File: src/rtl/fifo_uart_pkg.sv
`default_nettype none
// +----------------------------------------------------------------------+
// | Module   : fifo_uart_pkg                                             |
// | Purpose  : Shared types and constants for the FIFO-fed UART          |
// |            transmitter: state encoding, parity-bit count and the     |
// |            frame-length helper.                                      |
// | Macro    : FIFO_UART_PARITY_EN adds the even-parity state/bit.       |
// | Revision : 1.0 - initial release                                     |
// +----------------------------------------------------------------------+
package fifo_uart_pkg;

`ifdef FIFO_UART_PARITY_EN
  localparam int P = 1;

  typedef enum logic [2:0] {
    ST_IDLE   = 3'd0,
    ST_LOAD   = 3'd1,
    ST_START  = 3'd2,
    ST_DATA   = 3'd3,
    ST_STOP   = 3'd4,
    ST_PARITY = 3'd5
  } state_t;
`else
  localparam int P = 0;

  typedef enum logic [2:0] {
    ST_IDLE  = 3'd0,
    ST_LOAD  = 3'd1,
    ST_START = 3'd2,
    ST_DATA  = 3'd3,
    ST_STOP  = 3'd4
  } state_t;
`endif

  // Serial frame length in clock cycles, measured from the start-bit edge.
  function automatic int frame_len(input int n, input int clks_per_bit,
                                   input int stop_bits);
    return (1 + n + P + stop_bits) * clks_per_bit;
  endfunction

endpackage
`default_nettype wire

File: src/rtl/uart_baud_gen.sv
`default_nettype none
// +----------------------------------------------------------------------+
// | Module   : uart_baud_gen                                             |
// | Purpose  : Bit-period counter. Emits a one-cycle bit_tick in the     |
// |            last cycle of every CLKS_PER_BIT-cycle bit period;        |
// |            clear restarts the period from zero.                      |
// | Revision : 1.0 - initial release                                     |
// +----------------------------------------------------------------------+
module uart_baud_gen #(
  parameter int CLKS_PER_BIT = 16
) (
  input  logic clk,
  input  logic rst_n,
  input  logic clear,
  output logic bit_tick
);

  localparam int CW = (CLKS_PER_BIT > 1) ? $clog2(CLKS_PER_BIT) : 1;
  localparam logic [CW-1:0] c_last_cnt = CW'(CLKS_PER_BIT - 1);

  logic [CW-1:0] r_cnt;

  // Free-running modulo-CLKS_PER_BIT counter, restarted by clear
  always_ff @(posedge clk or negedge rst_n) begin
    if (!rst_n) begin
      r_cnt <= '0;
    end else if (clear || (r_cnt == c_last_cnt)) begin
      r_cnt <= '0;
    end else begin
      r_cnt <= r_cnt + 1'b1;
    end
  end

  assign bit_tick = (r_cnt == c_last_cnt) && !clear;

endmodule
`default_nettype wire

File: src/rtl/fifo_uart_tx.sv
`default_nettype none
// +----------------------------------------------------------------------+
// | Module   : fifo_uart_tx                                              |
// | Purpose  : FIFO read-side consumer. Pops one word when the FIFO is   |
// |            non-empty and serializes it as start bit, N data bits     |
// |            LSB first, optional even parity, and stop bit(s).         |
// | Macro    : FIFO_UART_PARITY_EN enables the even-parity bit.          |
// | Revision : 1.0 - initial release                                     |
// +----------------------------------------------------------------------+
module fifo_uart_tx
  import fifo_uart_pkg::*;
#(
  parameter int N            = 8,
  parameter int CLKS_PER_BIT = 16,
  parameter int STOP_BITS    = 1,
  parameter int CNT_W        = 16
) (
  input  logic             rd_clk,
  input  logic             rd_rst,
  input  logic             tx_en,
  input  logic             fifo_Empty,
  input  logic [N-1:0]     rd_data,
  output logic             rd_en,
  output logic             tx,
  output logic             busy,
  output logic             tx_done,
  output logic [CNT_W-1:0] frame_cnt
);

  localparam int BIT_W = (N > 1) ? $clog2(N) : 1;
  localparam logic [BIT_W-1:0] c_last_bit  = BIT_W'(N - 1);
  localparam logic             c_last_stop = 1'(STOP_BITS - 1);

  state_t           r_state;
  state_t           w_state_next;
  logic [N-1:0]     r_shift;
  logic [N-1:0]     w_shift_next;
  logic [BIT_W-1:0] r_bit_cnt;
  logic [BIT_W-1:0] w_bit_cnt_next;
  logic             r_stop_cnt;
  logic             w_stop_cnt_next;
  logic             r_tx;
  logic             w_tx_next;
  logic             w_rd_en;
  logic             w_tx_done;
  logic             w_bit_tick;
  logic             w_baud_clear;
  logic [CNT_W-1:0] r_frame_cnt;

`ifdef FIFO_UART_PARITY_EN
  logic             r_parity;
`endif

  // The bit period restarts whenever a new frame is being set up
  assign w_baud_clear = (r_state == ST_IDLE) || (r_state == ST_LOAD);

  uart_baud_gen #(
    .CLKS_PER_BIT (CLKS_PER_BIT)
  ) u_baud (
    .clk      (rd_clk),
    .rst_n    (rd_rst),
    .clear    (w_baud_clear),
    .bit_tick (w_bit_tick)
  );

  // State register
  always_ff @(posedge rd_clk or negedge rd_rst) begin
    if (!rd_rst) begin
      r_state <= ST_IDLE;
    end else begin
      r_state <= w_state_next;
    end
  end

  // Next state, datapath next values, strobes, and the next line level
  always_comb begin
    w_state_next    = r_state;
    w_shift_next    = r_shift;
    w_bit_cnt_next  = r_bit_cnt;
    w_stop_cnt_next = r_stop_cnt;
    w_rd_en         = 1'b0;
    w_tx_done       = 1'b0;
    w_tx_next       = 1'b1;

    case (r_state)
      ST_IDLE: begin
        if (tx_en && !fifo_Empty) begin
          w_rd_en      = 1'b1;
          w_state_next = ST_LOAD;
        end
      end
      ST_LOAD: begin
        w_shift_next    = rd_data;
        w_bit_cnt_next  = '0;
        w_stop_cnt_next = 1'b0;
        w_state_next    = ST_START;
      end
      ST_START: begin
        if (w_bit_tick) begin
          w_state_next = ST_DATA;
        end
      end
      ST_DATA: begin
        if (w_bit_tick) begin
          if (r_bit_cnt == c_last_bit) begin
`ifdef FIFO_UART_PARITY_EN
            w_state_next = ST_PARITY;
`else
            w_state_next = ST_STOP;
`endif
          end else begin
            w_shift_next   = {1'b0, r_shift[N-1:1]};
            w_bit_cnt_next = r_bit_cnt + 1'b1;
          end
        end
      end
`ifdef FIFO_UART_PARITY_EN
      ST_PARITY: begin
        if (w_bit_tick) begin
          w_state_next = ST_STOP;
        end
      end
`endif
      ST_STOP: begin
        if (w_bit_tick) begin
          if (r_stop_cnt == c_last_stop) begin
            w_tx_done    = 1'b1;
            w_state_next = ST_IDLE;
          end else begin
            w_stop_cnt_next = 1'b1;
          end
        end
      end
      default: begin
        w_state_next = ST_IDLE;
      end
    endcase

    // The line level is derived from where the FSM is heading so that the
    // registered tx lines up exactly with the state it belongs to.
    case (w_state_next)
      ST_START:  w_tx_next = 1'b0;
      ST_DATA:   w_tx_next = w_shift_next[0];
`ifdef FIFO_UART_PARITY_EN
      ST_PARITY: w_tx_next = r_parity;
`endif
      default:   w_tx_next = 1'b1;
    endcase
  end

  // Shift register, bit/stop counters and the registered line driver
  always_ff @(posedge rd_clk or negedge rd_rst) begin
    if (!rd_rst) begin
      r_shift    <= '0;
      r_bit_cnt  <= '0;
      r_stop_cnt <= 1'b0;
      r_tx       <= 1'b1;
    end else begin
      r_shift    <= w_shift_next;
      r_bit_cnt  <= w_bit_cnt_next;
      r_stop_cnt <= w_stop_cnt_next;
      r_tx       <= w_tx_next;
    end
  end

`ifdef FIFO_UART_PARITY_EN
  // Capture the even-parity bit of the word as it is loaded
  always_ff @(posedge rd_clk or negedge rd_rst) begin
    if (!rd_rst) begin
      r_parity <= 1'b0;
    end else if (r_state == ST_LOAD) begin
      r_parity <= ^rd_data;
    end
  end
`endif

  // Completed-frame counter, saturating at all-ones
  always_ff @(posedge rd_clk or negedge rd_rst) begin
    if (!rd_rst) begin
      r_frame_cnt <= '0;
    end else if (w_tx_done && (r_frame_cnt != {CNT_W{1'b1}})) begin
      r_frame_cnt <= r_frame_cnt + 1'b1;
    end
  end

  // The pop strobe is held off while reset is asserted even though the
  // FSM already sits in IDLE.
  assign rd_en     = w_rd_en & rd_rst;
  assign tx        = r_tx;
  assign busy      = (r_state != ST_IDLE);
  assign tx_done   = w_tx_done;
  assign frame_cnt = r_frame_cnt;

endmodule
`default_nettype wire

File: config.mk
export PLATFORM = sky130hd
export DESIGN_NAME = fifo_uart_tx
export DESIGN_NICKNAME = d
export VERILOG_FILES = /design/src/rtl/fifo_uart_pkg.sv /design/src/rtl/uart_baud_gen.sv /design/src/rtl/fifo_uart_tx.sv
export SDC_FILE = /design/constraint.sdc
export NUM_CORES = 1
export LEC_CHECK = 0
export CAP_MARGIN = 30
export CELL_PAD_IN_SITES_DETAIL_PLACEMENT = 1
export CELL_PAD_IN_SITES_GLOBAL_PLACEMENT = 1
export CORE_MARGIN = 2
export CORE_UTILIZATION = 29
export DETAILED_ROUTE_END_ITERATION = 16
export PLACE_DENSITY_LB_ADDON = 0.1
export SYNTH_ARGS = -nofsm -noshare
export SYNTH_HDL_FRONTEND = slang
export SYNTH_SLANG_ARGS = --single-unit
export TNS_END_PERCENT = 1
File: constraint.sdc
create_clock -name rd_clk -period 2.37 [get_ports rd_clk]
set_input_delay 0.474 -clock rd_clk [delete_from_list [all_inputs] [get_ports rd_clk]]
set_output_delay 0.474 -clock rd_clk [all_outputs]
set_load 0.005 [all_outputs]
==> impl_metrics.json, run 1 <==
{
  "nets": 226,
  "rsz0062_at_grt": "false",
  "die-width_um": 81.6,
  "dp_hpwl_um": 3030,
  "gp_congestion": 0.802,
  "ys_seq_elements": 36,
  "required_ns": 2.58,
  "critical_path_class": "reg -> reg",
  "syn_to_final_growth_pct": 31.2,
  "drt_iter0_drc": 49,
  "hold_violations": 0,
  "final_cell_count_no_fill": 285,
  "cts_buffer_depth": 2,
  "drive_above_1_share": 0.133,
  "peakVddDrop_mv": 0.375,
  "gr-usage-all-layers": 0.144,
  "dieHeight_um": 81.6,
  "ys_warn_count": 0,
  "setup_viol": 0,
  "final_util": 0.389,
  "synth_seq_area_share": 0.516,
  "synth_edf_count": 0,
  "grt_util_met2": 0.225,
  "synth.cell_area_um2": 1750,
  "viasPerCell": 4.92,
  "final_common_cell": "dfrtp_1",
  "grt_max_degree": 37,
  "hold-path-cell-count": 2,
  "rows": 28,
  "reg2reg_depth": 4,
  "start_util": 0.297,
  "clock_skew_ns": 0.00216,
  "grt.overflow.total": 0,
  "hold_ws_ns": 0.478,
  "grtUsageMet3": 0.0451,
  "post-route-period-util": 0.921,
  "insertedDiodeCount": 0,
  "io_pins": 32,
  "fill_cells": 677,
  "postSynthCellCount": 170,
  "vias": 1401,
  "grt_busiest_layer": "met2",
  "core-area_um2": 5890,
  "period_needed_ns": 2.18,
  "clock.fmax_mhz": 458,
  "gr-usage-met1": 0.194,
  "root_buffer": "clkbuf_8",
  "detail_route.drc_violations": 0,
  "start_kind": "register",
  "dp_slack_ns": 0.205,
  "drv_slew": 0,
  "grt_first_pass_wirelength_um": 7310,
  "wirelength_um": 4080,
  "min_path_type": "reg -> reg",
  "yosysUniqueCellTypes": 41,
  "wire_per_inst_um": 14.3,
  "synth_ff_type": "dfrtp_1",
  "post_cts_buffers": 0,
  "antenna_found_initial": 0,
  "cts_inserted_buffers": 5,
  "cts.sinks": 36,
  "critical_path_arrival_ns": 2.39,
  "relSlewSlack": 0.658,
  "cts_tree": "built",
  "status": "finished clean",
  "io_buffers": 31,
  "fin_ws_ns": 0.187,
  "multiInputGateArea_um2": 798,
  "postSynthAreaPerCell_um2": 10.3,
  "crit_fanout": 6,
  "cap_violations": 0,
  "first_pass_iters": 4,
  "total_leakage_power_uw": 0.00104,
  "grt_pass1_vias": 1522,
  "htreeDepth": 2,
  "dp.cells": 278,
  "endpoint_kind": "register",
  "synth_nets": 186,
  "powerDensity_nw_per_um2": 714,
  "regArea_um2": 902,
  "ant_nets": 0,
  "die_area_um2": 6660,
  "clock_latency_ns": 0.28,
  "synthArstFlopShare": 1.00,
  "final_cell_mix": "35 x dfrtp_1, 29 x clkdlybuf4s50_1, 25 x nand2_1",
  "clkTransAtPathRegs_ns": 0.07,
  "tns_ns": 0,
  "tightest_slew_ns": 0.501
}
## layer usage
layer	vias up	part of all wire
li1	681	-
met1	687	0.48
met2	27	0.46
met3	6	0.047
met4	0	0.013
met5	-	0
## final timing paths
| path | startpoint | to | slack [ns] |
|---|---|---|---|
| max | r_state[1]$_DFF_PN0_ | frame_cnt[12]$_DFFE_PN0P_ | 0.19 |
| min | r_shift[6]$_DFFE_PN0P_ | r_shift[6]$_DFFE_PN0P_ | 0.48 |
| max reg2reg | r_state[1]$_DFF_PN0_ | frame_cnt[12]$_DFFE_PN0P_ | 0.19 |
| min reg2reg | r_shift[6]$_DFFE_PN0P_ | r_shift[6]$_DFFE_PN0P_ | 0.48 |
| max in group asynchronous | rd_rst | tx$_DFF_PN1_ | 1.35 |
| min in group asynchronous | rd_rst | u_baud.r_cnt[3]$_DFF_PN0_ | 0.68 |
## sequential cells by signal (all words and copies together), names as in the netlist
signal        flops
frame_cnt        16
r_shift           8
u_baud.r_cnt      4
r_bit_cnt         3
r_state           3
r_stop_cnt        1
tx                1
## kinds of logic (layout without fill, tap and decap cells)
logic type | after synthesis | count (layout) | synth area share
and+or+nand+nor | 71 | 71 | 0.207
DFF | 36 | 36 | 0.516
AOI/OAI and AO/OA | 27 | 27 | 0.122
xor gates and xnor gates | 15 | 15 | 0.0752
buffers and inverters | 15 | 55 | 0.0380
adders and majority gates | 4 | 4 | 0.0287
muxes | 2 | 2 | 0.0129
## synth_stat cells, types with 3 or more instances
master | instances | area (um^2)
dfrtp_1 | 35 | 876
nand2_1 | 25 | 93.8
nor2_1 | 11 | 41.3
xor2_1 | 11 | 96.3
nand3_1 | 8 | 40.0
inv_1 | 7 | 26.3
a22oi_1 | 6 | 45.0
clkbuf_1 | 5 | 18.8
nor4_1 | 5 | 31.3
ha_1 | 4 | 50.1
o21ai_0 | 4 | 20.0
xnor2_1 | 4 | 35.0
a2111oi_0 | 3 | 26.3
nand4_1 | 3 | 18.8
nor3_1 | 3 | 15.0
or3_1 | 3 | 18.8
## critical path: stages (launching register included)
cell and delay, ns:
dfrtp_1 0.38, or4b_1 0.50, or4_1 0.65, nor4_1 0.40, xor2_1 0.18
## through the flow
step | area [um^2] | total power [uW]
3_5_place_dp | 2190 | 1210
5_1_grt | 2290 | 1790
6_report | 2290 | 1640
3_3_place_gp | 2190 | 1190
4_1_cts | 2280 | 1670
2_1_floorplan | 1750 | 1070
## power breakdown
| group | total [uW] | switching [uW] | internal (uW) |
|---|---|---|---|
| clock | 422 | 223 | 199 |
| combinational | 361 | 174 | 187 |
| sequential | 853 | 97.9 | 755 |
## layout make-up
class	count	area share
multi-input cells	119	0.348
clock inverters	2	0.00546
repair buffers	41	0.170
inverters	7	0.0115
well taps	75	0.0409
flip-flops and latches	36	0.394
clock buffers	5	0.0300
## what timing repair did
action / in CTS / in global routing
hold buffers: 0 / 0
gates cloned: 0 / 0
pin swaps: 0 / 1
endpoints found under the setup margin: 1 / 2
gates resized for setup: 2 / 5
hold endpoints to repair: 0 / 0
(Power assumes the default switching activity.)
==> run 2: changes to the inputs <==
CORE_MARGIN = 4   (was 2)
==> run 2 against run 1 <==
Sequential cell count is the same. Power grew 4.9%. Clock skew grew 0.0054 ns. Via count grew 3.1%. Non-clock buffer count grew 2. Global-route usage shrank 1.4 points. Hold slack gained 0.0010 ns. Final cell count grew 0.70%. Routed wire length grew 7.6%.
==> impl_metrics.json, run 2 (synthesis gave the netlist of run 1 again) <==
{
  "total_leakage_power_uw": 0.00102,
  "htreeDepth": 2,
  "grt.overflow.total": 0,
  "antenna_found_initial": 0,
  "hold_ws_ns": 0.479,
  "clkTransAtPathRegs_ns": 0.07,
  "tns_ns": 0,
  "first_pass_iters": 4,
  "grt_max_degree": 37,
  "crit_fanout": 10,
  "endpoint_kind": "primary output",
  "drive_above_1_share": 0.146,
  "die_area_um2": 7330,
  "start_kind": "register",
  "powerDensity_nw_per_um2": 740,
  "cts-hold-fix-buffers": 0,
  "period_needed_ns": 2.30,
  "dp_hpwl_um": 3210,
  "clock_latency_ns": 0.29,
  "dp.cells": 278,
  "critical_path_class": "reg -> out",
  "critical_path_arrival_ns": 1.83,
  "stdcell_area_um2": 2320,
  "placedInstanceArea_um2": 2190,
  "syn_to_final_growth_pct": 33.0,
  "cts_inserted_buffers": 5,
  "cts_buffer_depth": 2,
  "drv_slew": 0,
  "peakVddDrop_mv": 0.350,
  "hold_violations": 0,
  "final_common_cell": "dfrtp_1",
  "cap_violations": 0,
  "wirelength_um": 4390,
  "detail_route.drc_violations": 0,
  "io_buffers": 31,
  "required_ns": 1.90,
  "relSlewSlack": 0.676,
  "cts.sinks": 36,
  "dieHeight_um": 85.6,
  "nets": 228,
  "status": "finished clean",
  "insertedDiodeCount": 0,
  "p_total_uw": 1720,
  "setup_viol": 0,
  "gr-usage-all-layers": 0.130,
  "wire_per_inst_um": 15.3,
  "die-width_um": 85.6,
  "gp_congestion": 0.810,
  "io_pins": 32,
  "clock_skew_ns": 0.00756,
  "start_util": 0.297,
  "vias": 1444,
  "min_path_type": "reg -> reg",
  "grt_first_pass_wirelength_um": 7600,
  "post-route-period-util": 0.971,
  "ant_nets": 0,
  "root_buffer": "clkbuf_8",
  "final_cell_count_no_fill": 287,
  "fill_cells": 670,
  "rows": 28,
  "final_cell_mix": "35 x dfrtp_1, 31 x clkdlybuf4s50_1, 25 x nand2_1",
  "drt_iter0_drc": 28,
  "grt_pass1_vias": 1591,
  "cts_tree": "built",
  "tightest_slew_ns": 0.474,
  "core-area_um2": 5890,
  "clock.fmax_mhz": 434,
  "largest_reg_flops": 16,
  "viasPerCell": 5.03
}
-- run 2: area by class of cell --
type                       instances  area [um^2]  share of cell area
timing repair buffer              43          400               0.172
tap                               75         93.8              0.0404
multi-input combinational        119          803               0.346
clock buffer                       7         96.3              0.0415
inverter                           7         26.3              0.0113
sequential                        36          902               0.388
-- run 2: path summary, 6_finish.rpt --
path	start	to	slack [ns]	cells after the start
worst max register to register	r_state[1]$_DFF_PN0_	frame_cnt[12]$_DFFE_PN0P_	0.20	4
worst max-delay path	r_state[2]$_DFF_PN0_	rd_en	0.07	4
worst min-delay path	r_shift[2]$_DFFE_PN0P_	r_shift[2]$_DFFE_PN0P_	0.48	2
max in group asynchronous	rd_rst	tx$_DFF_PN1_	1.31	2
min in group asynchronous	rd_rst	u_baud.r_cnt[3]$_DFF_PN0_	0.71	2
worst min register to register	r_shift[2]$_DFFE_PN0P_	r_shift[2]$_DFFE_PN0P_	0.48	2
-- run 2: worst max-delay path, stage by stage, from the launching register on --
cell	delay, ns
dfrtp_1	0.38
buf_4	0.17
or3_4	0.39
nor2_1	0.10
clkdlybuf4s50_1	0.50
-- run 2: power breakdown --
part           switching (uW)  total [uW]  internal, uW
clock network             218         477           259
logic                     183         385           201
registers                 100         855           755
-- run 2: through the flow --
stage	util	setup WS, ns
floorplan	-	0.200
global placement	0.371	0.218
detailed placement	0.371	0.187
CTS	0.390	0.00274
global route	0.395	-0.00814
finish	0.395	0.0679
-- run 2: what timing repair did --
| action | in CTS | in global routing |
|---|---|---|
| pin swaps | 0 | 1 |
| setup endpoints to repair | 1 | 2 |
| resized for setup | 2 | 4 |
| setup buffers | 0 | 2 |
-- run 2: metal layers --
layer  routed length (um)  part of all wire  GRT usage
met1                 2130              0.48      0.166
met3                  165             0.038     0.0346
met5                    0                 0          0
met2                 2020              0.46      0.213
met4                   73             0.017     0.0475
==> run 3: changes to the inputs <==
ABC_CLOCK_PERIOD_IN_PS = 2370   (was default)
==> results of run 3 <==
Same layout as run 2: the final DEF is identical, and so are final timing and power.
